[config.mk]
export PLATFORM = sky130hd
export DESIGN_NAME = delay_sched_ctrl
export DESIGN_NICKNAME = d
export VERILOG_FILES = /design/src/rtl/delay_sched_pkg.sv /design/src/rtl/rr_arbiter.sv /design/src/rtl/delay_sched_ctrl.sv
export SDC_FILE = /design/constraint.sdc
export NUM_CORES = 1
export LEC_CHECK = 0
export ABC_AREA = 1
export CELL_PAD_IN_SITES_DETAIL_PLACEMENT = 1
export CELL_PAD_IN_SITES_GLOBAL_PLACEMENT = 1
export CORE_MARGIN = 5
export CORE_UTILIZATION = 34
export DETAILED_ROUTE_END_ITERATION = 12
export GPL_TIMING_DRIVEN = 0
export PLACE_DENSITY_LB_ADDON = 0.05
export SYNTH_ARGS = -nofsm -noshare
export SYNTH_HDL_FRONTEND = slang
export SYNTH_SLANG_ARGS = --single-unit
[constraint.sdc]
create_clock -name clk -period 2.56 [get_ports clk]
set_input_delay 0.64 -clock clk [delete_from_list [all_inputs] [get_ports clk]]
set_output_delay 0.64 -clock clk [all_outputs]
set_load 0.05 [all_outputs]
[src/rtl/delay_sched_pkg.sv]
// delay_sched_pkg: shared state encoding, width helper and defaults for the delay scheduler
package delay_sched_pkg;
  localparam logic [1:0] IDLE = 2'd0;
  localparam logic [1:0] LOAD = 2'd1;
  localparam logic [1:0] RUN  = 2'd2;
  localparam logic [1:0] DONE = 2'd3;
  localparam int DEF_BITS = 16;
  function automatic int clog2(input int n);
    int r;
    r = 0;
    while ((1 << r) < n) r++;
    return r;
  endfunction
endpackage

[src/rtl/rr_arbiter.sv]
// rr_arbiter: combinational request picker, round-robin from a pointer or fixed priority under DELAY_SCHED_FIXED_PRIO_EN
module rr_arbiter
  import delay_sched_pkg::*;
#(
  parameter int NUM_REQ = 4,
  localparam int PW = clog2(NUM_REQ)
) (
  input  logic [NUM_REQ-1:0] i_req,
`ifndef DELAY_SCHED_FIXED_PRIO_EN
  input  logic [PW-1:0]      i_ptr,
`endif
  output logic [NUM_REQ-1:0] o_gnt,
  output logic [PW-1:0]      o_idx
);
  // scan from the highest search offset down so the nearest asserted requester wins
  always_comb begin
    o_idx = '0;
`ifdef DELAY_SCHED_FIXED_PRIO_EN
    for (int k = NUM_REQ - 1; k >= 0; k--)
      if (i_req[k]) o_idx = PW'(k);
`else
    for (int k = NUM_REQ - 1; k >= 0; k--)
      if (i_req[(int'(i_ptr) + k) % NUM_REQ]) o_idx = PW'((int'(i_ptr) + k) % NUM_REQ);
`endif
    o_gnt = |i_req ? NUM_REQ'(1) << o_idx : '0;
  end
endmodule

[src/rtl/delay_sched_ctrl.sv]
// delay_sched_ctrl: time-shares one tick counter among requesters; fixed priority under DELAY_SCHED_FIXED_PRIO_EN
module delay_sched_ctrl
  import delay_sched_pkg::*;
#(
  parameter int NUM_REQ = 4,
  parameter int BITS    = DEF_BITS
) (
  input  logic                    clk,
  input  logic                    reset,
  input  logic [NUM_REQ-1:0]      req,
  input  logic [NUM_REQ*BITS-1:0] req_ticks,
  output logic [NUM_REQ-1:0]      grant,
  output logic [NUM_REQ-1:0]      done,
  output logic                    busy,
  output logic                    cnt_clear,
  output logic                    cnt_enable,
  input  logic [BITS-1:0]         cnt_value
);
  localparam int PW = clog2(NUM_REQ);
  logic [1:0]         r_state, w_next;
  logic [BITS-1:0]    r_target;
  logic [PW-1:0]      r_idx, w_arb_idx;
  logic [NUM_REQ-1:0] r_grant, r_done, w_grant, w_done, w_arb_gnt;
  logic               r_busy, r_clear, r_enable, w_busy, w_clear, w_enable, w_cancel;
  assign grant      = r_grant;
  assign done       = r_done;
  assign busy       = r_busy;
  assign cnt_clear  = r_clear;
  assign cnt_enable = r_enable;
`ifndef DELAY_SCHED_FIXED_PRIO_EN
  logic [PW-1:0] r_ptr;
  // move the search start past whoever just finished or cancelled
  always_ff @(posedge clk or negedge reset)
    if (!reset) r_ptr <= '0;
    else if (r_state == DONE || w_cancel) r_ptr <= (r_idx == PW'(NUM_REQ - 1)) ? '0 : r_idx + 1'b1;
  rr_arbiter #(.NUM_REQ(NUM_REQ)) u_arb (.i_req(req), .i_ptr(r_ptr), .o_gnt(w_arb_gnt), .o_idx(w_arb_idx));
`else
  rr_arbiter #(.NUM_REQ(NUM_REQ)) u_arb (.i_req(req), .o_gnt(w_arb_gnt), .o_idx(w_arb_idx));
`endif
  // state, registered outputs and the winner's target captured at grant
  always_ff @(posedge clk or negedge reset)
    if (!reset) begin
      r_state  <= IDLE;
      r_grant  <= '0;
      r_done   <= '0;
      r_busy   <= 1'b0;
      r_clear  <= 1'b0;
      r_enable <= 1'b0;
      r_target <= '0;
      r_idx    <= '0;
    end else begin
      r_state  <= w_next;
      r_grant  <= w_grant;
      r_done   <= w_done;
      r_busy   <= w_busy;
      r_clear  <= w_clear;
      r_enable <= w_enable;
      if (r_state == IDLE && |req) begin
        r_target <= req_ticks[int'(w_arb_idx)*BITS +: BITS];
        r_idx    <= w_arb_idx;
      end
    end
  // next state; a dropped request wins over expiry in the same cycle
  always_comb begin
    w_cancel = (r_state == LOAD || r_state == RUN) && !req[r_idx];
    case (r_state)
      IDLE:    w_next = |req ? LOAD : IDLE;
      LOAD:    w_next = w_cancel ? IDLE : (r_target == '0) ? DONE : RUN;
      RUN:     w_next = w_cancel ? IDLE : (cnt_value == r_target - 1'b1) ? DONE : RUN;
      default: w_next = IDLE;
    endcase
  end
  // outputs follow the upcoming state so they land registered with it
  always_comb begin
    w_grant  = (w_next == IDLE) ? '0 : (r_state == IDLE) ? w_arb_gnt : r_grant;
    w_done   = (w_next == DONE) ? r_grant : '0;
    w_busy   = w_next != IDLE;
    w_clear  = w_next == LOAD;
    w_enable = w_next == RUN;
  end
endmodule

* Word level (Yosys, flattened, before mapping)
Cells that the tools add are included.
** Operators by class
- $add $sub $neg :: 5
- $lt $le $gt $ge :: 5
- Eq/ne operators :: 8
- Shift-type cells :: 2
- Muxes and demuxes :: 28
- Bitwise logic cells :: 3
- Reductions and logical operators :: 14
** Operator list (count)
- $shiftx 64x7->16 :: 1
- $eq 16x16->1 :: 1
- $logic_not 16->1 :: 1
- $mux 4 :: 4
- $sub 16x1->16 const B :: 1
- $mux 2 :: 7
- $lt 3x4->1 const B :: 3
- $mux 1 :: 11
- $bmux 1 s2 :: 5
- $eq 2x2->1 const B :: 5
- $lt 2x3->1 const B :: 2
- $pmux 2 s3 :: 1
- $reduce_or 2->1 :: 3
- $add 2x1->2 const B :: 2
- $add 2x2->2 const B :: 2
- $eq 2x1->1 const B :: 2
- $logic_not 2->1 :: 2
- $reduce_bool 2->1 :: 2
- $reduce_or 4->1 :: 1
- $shl 1x2->4 const A :: 1
- $and 1x1->1 const A :: 3
- $logic_and 1x1->1 :: 2
- $logic_or 1x1->1 :: 2
- $logic_not 1->1 :: 1
** Storage, ports and cells
- Register bits :: 33
- Logic and storage cells :: 74

* Depth between registers and ports, before layout
Gate-level depths: netlist of run 1.
- Depth after elaboration :: 14
- Mapped depth :: 17

* Hierarchy
From an unflattened synthesis of run 1, not the netlist that was laid out.
** Second synthesis, totals
- Cell total of the unflattened synthesis :: 428
- Area, all modules :: 2705.1 um^2
** By module, submodules not included
- delay_sched_ctrl :: times used 1, cells an instance 380, area an instance 2493.6 um^2, sequential area each 825.8 um^2
- rr_arbiter :: times used 1, cells an instance 48, area an instance 211.5 um^2, sequential area each 0.0 um^2

* Worst setup path before layout of run 1
No wires, ideal clock.
- Path kind :: input-to-reg
- From :: input port req[3]
- To :: register r_target[10]
- Setup time :: 0.117 ns
- Arrival time :: 1.769 ns
- Data required time :: 2.443 ns
- Slack :: 0.674 ns
- Cell stages on the path :: 16
- Path buffers :: 1
- Path through :: inv_1 o21ai_0 nand2_1 nand2_1 inv_2 nand2_2 nand2_2 nand2_4 nand2_8 buf_6 nand2_1 nand2_1 nand2_1 nand3_1 nand2_1 nand2_1
** Between the ends
- Cells in the longest elaborated chain, start to end :: 8
- Elaborated cells on any way between the ends :: 18
- Classes of those cells :: 1 x shift; 15 x mux; 2 x reduce/logical
** Ends and longest elaborated chain
- from (decl) :: line delay_sched_ctrl.sv:10 : input logic [NUM_REQ-1:0] req,
- $bmux 1 s2 :: line rr_arbiter.sv:23 : if (i_req[(int'(i_ptr) + k) % NUM_REQ]) o_idx = PW'((int'(i_ptr) + k) % NUM_REQ);
- $mux 1 (not written as such) (2 in a row) :: line rr_arbiter.sv:23
- $mux 2 (4 in a row) :: line rr_arbiter.sv:23
- $shiftx 64x7->16 :: line delay_sched_ctrl.sv:59 : r_target <= req_ticks[int'(w_arb_idx)*BITS +: BITS];
- to (signal assigned) :: line delay_sched_ctrl.sv:59
- to (decl) :: line delay_sched_ctrl.sv:21 : logic [BITS-1:0] r_target;
Parallel ways exist; a longest one is shown, timed or not. The select of a mux whose other input is x is not followed.
A chain may end at the register's enable or synchronous reset.

* Worst setup path in the final report of run 1
- From :: input port req[3]
- To :: register r_done[3], in the netlist done[3]
** Between the ends
- Cells in the longest elaborated chain, start to end :: 8
- Elaborated cells on any way between the ends :: 11
- Classes of those cells :: 1 x eq/ne; 7 x mux; 3 x reduce/logical
** Ends and longest elaborated chain
- $bmux 1 s2 * :: line delay_sched_ctrl.sv:65 : w_cancel = (r_state == LOAD || r_state == RUN) && !req[r_idx];
- $mux 1 (not written as such) * :: line delay_sched_ctrl.sv:65
- $logic_not 1->1 * :: line delay_sched_ctrl.sv:65
- $logic_and 1x1->1 * :: line delay_sched_ctrl.sv:65
- $mux 2, on equally long branches :: line delay_sched_ctrl.sv:69, delay_sched_ctrl.sv:68
- $pmux 2 s3 * :: line delay_sched_ctrl.sv:66 : case (r_state)
- named net w_next[1] :: line delay_sched_ctrl.sv:20 : logic [1:0] r_state, w_next;
- $eq 2x2->1 * :: line delay_sched_ctrl.sv:76 : w_done = (w_next == DONE) ? r_grant : '0;
- $mux 4 * :: line delay_sched_ctrl.sv:76
- named net w_done[3] :: line delay_sched_ctrl.sv:23 : logic [NUM_REQ-1:0] r_grant, r_done, w_grant, w_done, w_arb_gnt;
- to (signal assigned) :: line delay_sched_ctrl.sv:54 : r_done <= w_done;
- to (decl) :: line delay_sched_ctrl.sv:23
The timed path passes the listed nets; every way through them passes the cells marked *. The select of a mux whose other input is x is not followed.

==> flow_metrics.env, run 1 <==
export IMPL_slowest_delay_ns=0.52
export IMPL_yosysSeqAreaShare_pct=28.42
export IMPL_ant_nets=0
export IMPL_vias_per_cell=4.797
export IMPL_insertion_delay_ns=0.28
export IMPL_maxSlewHeadroom_pct=50.99
export IMPL_numCtsBuffers=5
export IMPL_crit_family="compound AO/OA/AOI/OAI gates"
export IMPL_synthFlopType="dfrtp_1"
export IMPL_worst_ep_arrival_time_ns=2.59
export IMPL_num_nets_final=652
export IMPL_setup_viol=0
export IMPL_clock_sinks=33
export IMPL_startpoint_type="input port"
export IMPL_max_cap_violations=0
export IMPL_synth_async_reset_ratio_pct=100.0
export IMPL_cts_tree="yes"
export IMPL_initial_core_util_pct=35.18
export IMPL_wl_met1_mm=4.242
export IMPL_core_rowCount=33
export IMPL_wl_per_cell_microns=14.04
export IMPL_die_x_microns=102.4
export IMPL_synth_top_cell_area_share_pct=28.42
export IMPL_synth_seq_cells=33
export IMPL_worst_slew_pin_slew_ns=0.7352
export IMPL_multi_input_area_sq_um=1774
export IMPL_drcViolationCount=0
export IMPL_antenna_found_initial=0
export IMPL_min_period_ns=2.375
export IMPL_cp_slowest_cell="clkdlybuf4s50_1"
export IMPL_postSynthCellCount=457
export IMPL_wl_met2_mm=4.290
export IMPL_p_per_area_nw_per_um2=1382
export IMPL_yosysWarnings=0
export IMPL_drv_slew=0
export IMPL_fin_cells=666
export IMPL_numPortBuffers=96
export IMPL_synth_edff_count=0
export IMPL_htreeDepth=2
export IMPL_track_usage_pct=19.21
export IMPL_ys_top_cells_by_area="dfrtp_1 (28%), nand2_1 (24%), nand3_1 (12%), inv_1 (5.9%), nor2_1 (4.4%)"
export IMPL_required_ns=2.77
export IMPL_first_global_vias=3472
export IMPL_synth_top_cell_by_area="dfrtp_1"
export IMPL_wl_met3_microns=718
export IMPL_cpMostUsedCell="nand2_1"
export IMPL_cp_max_fo=7
export IMPL_die_h_microns=102.4
export IMPL_fmax_mhz=421.1
export IMPL_seq_area_sq_um=825.8
export IMPL_clk_path_buf_depth=2
export IMPL_fin_crit_sh_pct=92.75
export IMPL_rsz0062_at_grt="no"
export IMPL_power_total_w=0.005713
export IMPL_synthesis_area_sq_um=2905
export IMPL_finClkSkew_ns=0.007786
export IMPL_firstDrtPassIters=4
export IMPL_grt_remaining_overflow=0
export IMPL_cts_hold_buf=0
export IMPL_hpwl_mm=7.863
export IMPL_syn_nets=549
export IMPL_pin_count=97
export IMPL_hold_violations=0
export IMPL_path_class="in -> reg"
export IMPL_root_buffer="clkbuf_8"
export IMPL_regToRegSetupSlack_ns=0.34
export IMPL_drt_initial_drc_count=80
export IMPL_dieArea_sq_um=10490
export IMPL_num_vias=3195
export IMPL_n_fill_cell=1094
export IMPL_grt_pass1_wl_mm=16.22
export IMPL_p_leak_nw=2.064
export IMPL_drive_gt1_share_pct=8.913
export IMPL_synth_area_per_cell_sq_um=6.357
export IMPL_gp_congestion=0.8337
export IMPL_placed_area_sq_um=3993
export IMPL_path_buf_inv=2
export IMPL_critical_path_cell_chain="clkdlybuf4s50_1 -> nand2_1 -> nand3_1 -> nand2_1 -> a21oi_1 -> o21ai_1 -> inv_1 -> nand2_1 -> nor2_1"
export IMPL_topRoutingLayerUsed="met4"
export IMPL_cts_setup_buffers=0
export IMPL_hold_class="in -> async"
export IMPL_final_util_pct=50.06
export IMPL_n_antenna_cell=0
export IMPL_end_kind="flip-flop"
export IMPL_grt_max_degree=34
export IMPL_status="completed"
export IMPL_dp_cells=658
export IMPL_cts_clk_slew_worst_paths_ns=0.07
export IMPL_ys_types=34
export IMPL_ir_drop_mv=0.6368
export IMPL_core_area_sq_um=8258
export IMPL_wl_mm=9.349
export IMPL_area_growth_pct=42.29
export IMPL_final_design_area_no_fill_sq_um=4134
registers in the layout, summed over array words and instances, names as in the netlist:
signal	count
cnt_clear	1
done	4
grant	4
busy	1
r_state	2
r_idx	2
r_ptr	2
cnt_enable	1
r_target	16
power breakdown:
group / internal (W) / leakage, nW / switching [W] / total, W
clock network: 0.000316 / 0.0574 / 0.000193 / 0.000510
logic: 0.00155 / 1.59 / 0.00266 / 0.00421
registers: 0.000751 / 0.421 / 0.000242 / 0.000992
total: 0.00262 / 2.06 / 0.00310 / 0.00571
metrics by stage:
stage	worst slack (ns)	setup TNS (ns)	hold slack [ns]
after floorplan	0.6741	0	0.3444
after global placement	-0.1447	-2.257	0.5070
after detailed placement	-0.2084	-3.482	0.5125
after CTS	0.05920	0	0.4341
after global routing	0.005239	0	0.4750
final	0.1855	0	0.4132
cell families after synthesis:
| group | synth area share (%) |
|---|---|
| and+or+nand+nor | 48.36 |
| buffers and inverters | 10.98 |
| AOI/OAI and AO/OA | 4.522 |
| adders and majority gates | 2.584 |
| xor gates and xnor gates | 5.125 |
| DFF | 28.42 |
placed cells by master (no fill, tap or decap), drive strengths merged:
master / Yosys / routed
bufinv: 0 / 1
nand2: 189 / 189
o21ai: 10 / 10
nand3: 82 / 82
dlymetal6s2s: 0 / 1
nand4: 1 / 1
a31oi: 1 / 1
clkdlybuf4s50: 0 / 94
o21bai: 2 / 2
a21oi: 9 / 9
ha: 6 / 6
nor4: 2 / 2
inv: 50 / 50
o31ai: 1 / 1
xnor2: 8 / 8
nor2: 36 / 36
clkbuf: 2 / 9
buf: 13 / 13
xor2: 9 / 9
nand3b: 3 / 3
clkinvlp: 0 / 1
dfrtp: 33 / 33
routing by layer:
layer  GRT usage, %  vias up
li1               -     1642
met1          25.79     1462
met2          30.93       83
met3          5.324        8
met4          4.036        0
met5              0        -
cells in the mapped netlist, drive strengths merged (2+ instances only):
cell type  count
inv           50
nor2          36
nor4           2
a21oi          9
dfrtp         33
nand3b         3
xor2           9
nand2        189
ha             6
o21ai         10
o21bai         2
clkbuf         2
buf           13
nand3         82
xnor2          8
worst paths after layout:
kind	endpoint	depth (start not counted)	from
max in group asynchronous	r_target[12]	1	reset
worst max-delay path	done[3]	9	req[3]
worst min register to register	done[0]	2	grant[0]
worst min-delay path	grant[2]	1	reset
min in group clk	done[0]	2	grant[0]
worst max register to register	grant[2]	14	r_target[0]
worst reg2reg max path, delay by kind of cell, from the launching register on:
| family | cells | cell delay (ns) |
|---|---|---|
| buffers and inverters | 2 | 0.14 |
| and+or+nand+nor | 10 | 1.20 |
| AOI/OAI and AO/OA | 1 | 0.17 |
| DFF | 1 | 0.41 |
| adders and majority gates | 1 | 0.23 |
repair_timing:
item | in CTS | in global routing
endpoints found under the setup margin | 0 | 16
resized for setup | 0 | 8
endpoints found under the hold margin | 0 | 0
area by class of cell:
class | count | share of cell area (%)
Sequential cell | 33 | 19.98
Buffer | 15 | 3.117
Clock buffer | 6 | 1.998
Multi-Input combinational cell | 359 | 42.92
Clock inverter | 2 | 0.9080
Tap cell | 105 | 3.178
Timing Repair Buffer | 96 | 23.18
Inverter | 50 | 4.722
Note: power is estimated with default switching activity, not from simulation.
==> run 2: changes to the inputs <==
--- a/config.mk
+++ b/config.mk
@@ -12,7 +12,7 @@
 export CORE_UTILIZATION = 34
 export DETAILED_ROUTE_END_ITERATION = 12
 export GPL_TIMING_DRIVEN = 0
-export PLACE_DENSITY_LB_ADDON = 0.05
+export PLACE_DENSITY = 0.93
 export SYNTH_ARGS = -nofsm -noshare
 export SYNTH_HDL_FRONTEND = slang
 export SYNTH_SLANG_ARGS = --single-unit
==> run 2 against run 1 <==
Effect of this change: combinational power is 1% higher; clock power decreased by 2%; sequential cell count did not move; critical path type unchanged; maximum frequency grew 0.38%; first-iteration DRC count grew 11%; largest cell class unchanged; cell count unchanged; critical path depth stayed put; clock-buffer cell count increased by 1.
==> flow_metrics.env, run 2 (synthesis gave the netlist of run 1 again) <==
export IMPL_grt_max_degree=34
export IMPL_place_ws_ns=-0.2187
export IMPL_hold_violations=0
export IMPL_clk_path_buf_depth=2
export IMPL_min_period_ns=2.365
export IMPL_startpoint_type="input port"
export IMPL_clock_sinks=33
export IMPL_required_ns=2.77
export IMPL_grt_remaining_overflow=0
export IMPL_gp_congestion=0.8763
export IMPL_p_leak_nw=2.063
export IMPL_n_antenna_cell=0
export IMPL_root_buffer="clkbuf_8"
export IMPL_firstDrtPassIters=4
export IMPL_insertion_delay_ns=0.28
export IMPL_timing_hold_ws_ns=0.4110
export IMPL_setup_worst_path_start="req[3]"
export IMPL_maxSlewHeadroom_pct=51.13
export IMPL_n_fill_cell=1114
export IMPL_pin_count=97
export IMPL_power_switching_w=0.003169
export IMPL_drt_initial_drc_count=89
export IMPL_area_growth_pct=41.86
export IMPL_ir_drop_mv=0.6744
export IMPL_sw_frac_of_total_pct=54.94
export IMPL_fmax_mhz=422.8
export IMPL_ctsResizeCount=0
export IMPL_setup_viol=0
export IMPL_core_area_sq_um=8258
export IMPL_htreeDepth=2
export IMPL_max_cap_violations=0
export IMPL_num_vias=3282
export IMPL_drcViolationCount=0
export IMPL_track_usage_pct=20.10
export IMPL_layout_setup_ws_ns=0.1945
export IMPL_first_global_vias=3674
export IMPL_core_rowCount=33
export IMPL_path_class="in -> reg"
export IMPL_r2r_start="r_target[0]"
export IMPL_pwr_share_clk_pct=8.7
export IMPL_num_nets_final=652
export IMPL_fin_crit_sh_pct=92.40
export IMPL_grt_pass1_wl_mm=16.93
export IMPL_comb_power_share_pct=74.0
export IMPL_end_kind="flip-flop"
export IMPL_largest_register="r_target"
export IMPL_power_internal_w=0.002599
export IMPL_drive_gt1_share_pct=8.913
export IMPL_antenna_found_initial=0
export IMPL_numCtsBuffers=5
export IMPL_drv_slew=0
export IMPL_cts_tree="yes"
export IMPL_p_seq_share_pct=17.3
export IMPL_cp_max_fo=7
export IMPL_layout_common_cells="nand2_1 (182), clkdlybuf4s50_1 (94), nand3_1 (71), inv_1 (46)"
export IMPL_rsz0062_at_grt="yes"
export IMPL_wl_per_cell_microns=15.06
export IMPL_dieArea_sq_um=10490
export IMPL_cts_hold_buf=0
export IMPL_finClkSkew_ns=0.006187
export IMPL_die_x_microns=102.4
export IMPL_hpwl_mm=8.433
export IMPL_cts_setup_buffers=0
export IMPL_hold_class="in -> async"
export IMPL_worst_ep_arrival_time_ns=2.57
export IMPL_vias_per_cell=4.928
export IMPL_p_per_area_nw_per_um2=1399
export IMPL_worst_slew_pin_slew_ns=0.7331
export IMPL_final_common_cell="nand2_1"
export IMPL_cts_clk_slew_worst_paths_ns=0.07
export IMPL_wl_mm=10.03
export IMPL_numPortBuffers=96
export IMPL_die_h_microns=102.4
export IMPL_initial_core_util_pct=35.18
export IMPL_ant_nets=0
export IMPL_status="completed"
export IMPL_largest_reg_flops=16
run 2: metal layers:
layer / part of all wire (%) / GRT usage, %
met5: 0 / 0
met1: 42 / 24.10
met3: 4.4 / 3.003
met4: 1.5 / 4.844
met2: 52 / 37.34
run 2: final timing paths:
kind / endpoint / slack (ns) / cells past startpoint
setup / recovery: done[2] / 0.19 / 9
hold / removal: done[3] / 0.41 / 1
setup reg to reg: grant[2] / 0.31 / 14
hold reg to reg: done[0] / 0.55 / 2
max in group asynchronous: r_target[9] / 1.67 / 1
min in group clk: done[0] / 0.55 / 2
run 2: critical path: stages:
cell	delay, ns
clkdlybuf4s50_1	0.52
nand2_1	0.07
nand3_1	0.09
nand2_1	0.12
a21oi_2	0.33
o21ai_1	0.32
inv_1	0.19
nand2_1	0.14
nor2_1	0.15
run 2: power by group through the flow:
stage	clock network [W]	registers, W	logic (W)
after floorplan	0	0.00108	0.00300
after global placement	0	0.000988	0.00398
after detailed placement	0	0.00100	0.00422
after CTS	0.000509	0.000998	0.00428
after global routing	0.000538	0.00104	0.00481
final	0.000501	0.000999	0.00427
run 2: final cells by class:
type | count | area, sq um | area share (%)
Buffer | 15 | 123.9 | 3.005
Clock buffer | 7 | 86.33 | 2.095
Clock inverter | 1 | 30.03 | 0.7286
Inverter | 50 | 195.2 | 4.736
Multi-Input combinational cell | 359 | 1770 | 42.96
Sequential cell | 33 | 825.8 | 20.04
Tap cell | 105 | 131.4 | 3.188
Timing Repair Buffer | 96 | 958.4 | 23.25
run 2: through the flow:
stage | TNS (ns) | total power [W] | instance area [sq um] | cells | util [%]
after floorplan | 0 | 0.004077 | 2905 | 457 | -
after global placement | -0.5722 | 0.004969 | 3998 | 658 | 48.41
after detailed placement | -4.123 | 0.005222 | 3993 | 658 | 48.35
after CTS | 0 | 0.005788 | 4109 | 666 | 49.76
after global routing | -0.03632 | 0.006386 | 4121 | 666 | 49.91
final | 0 | 0.005768 | 4121 | 666 | 49.91
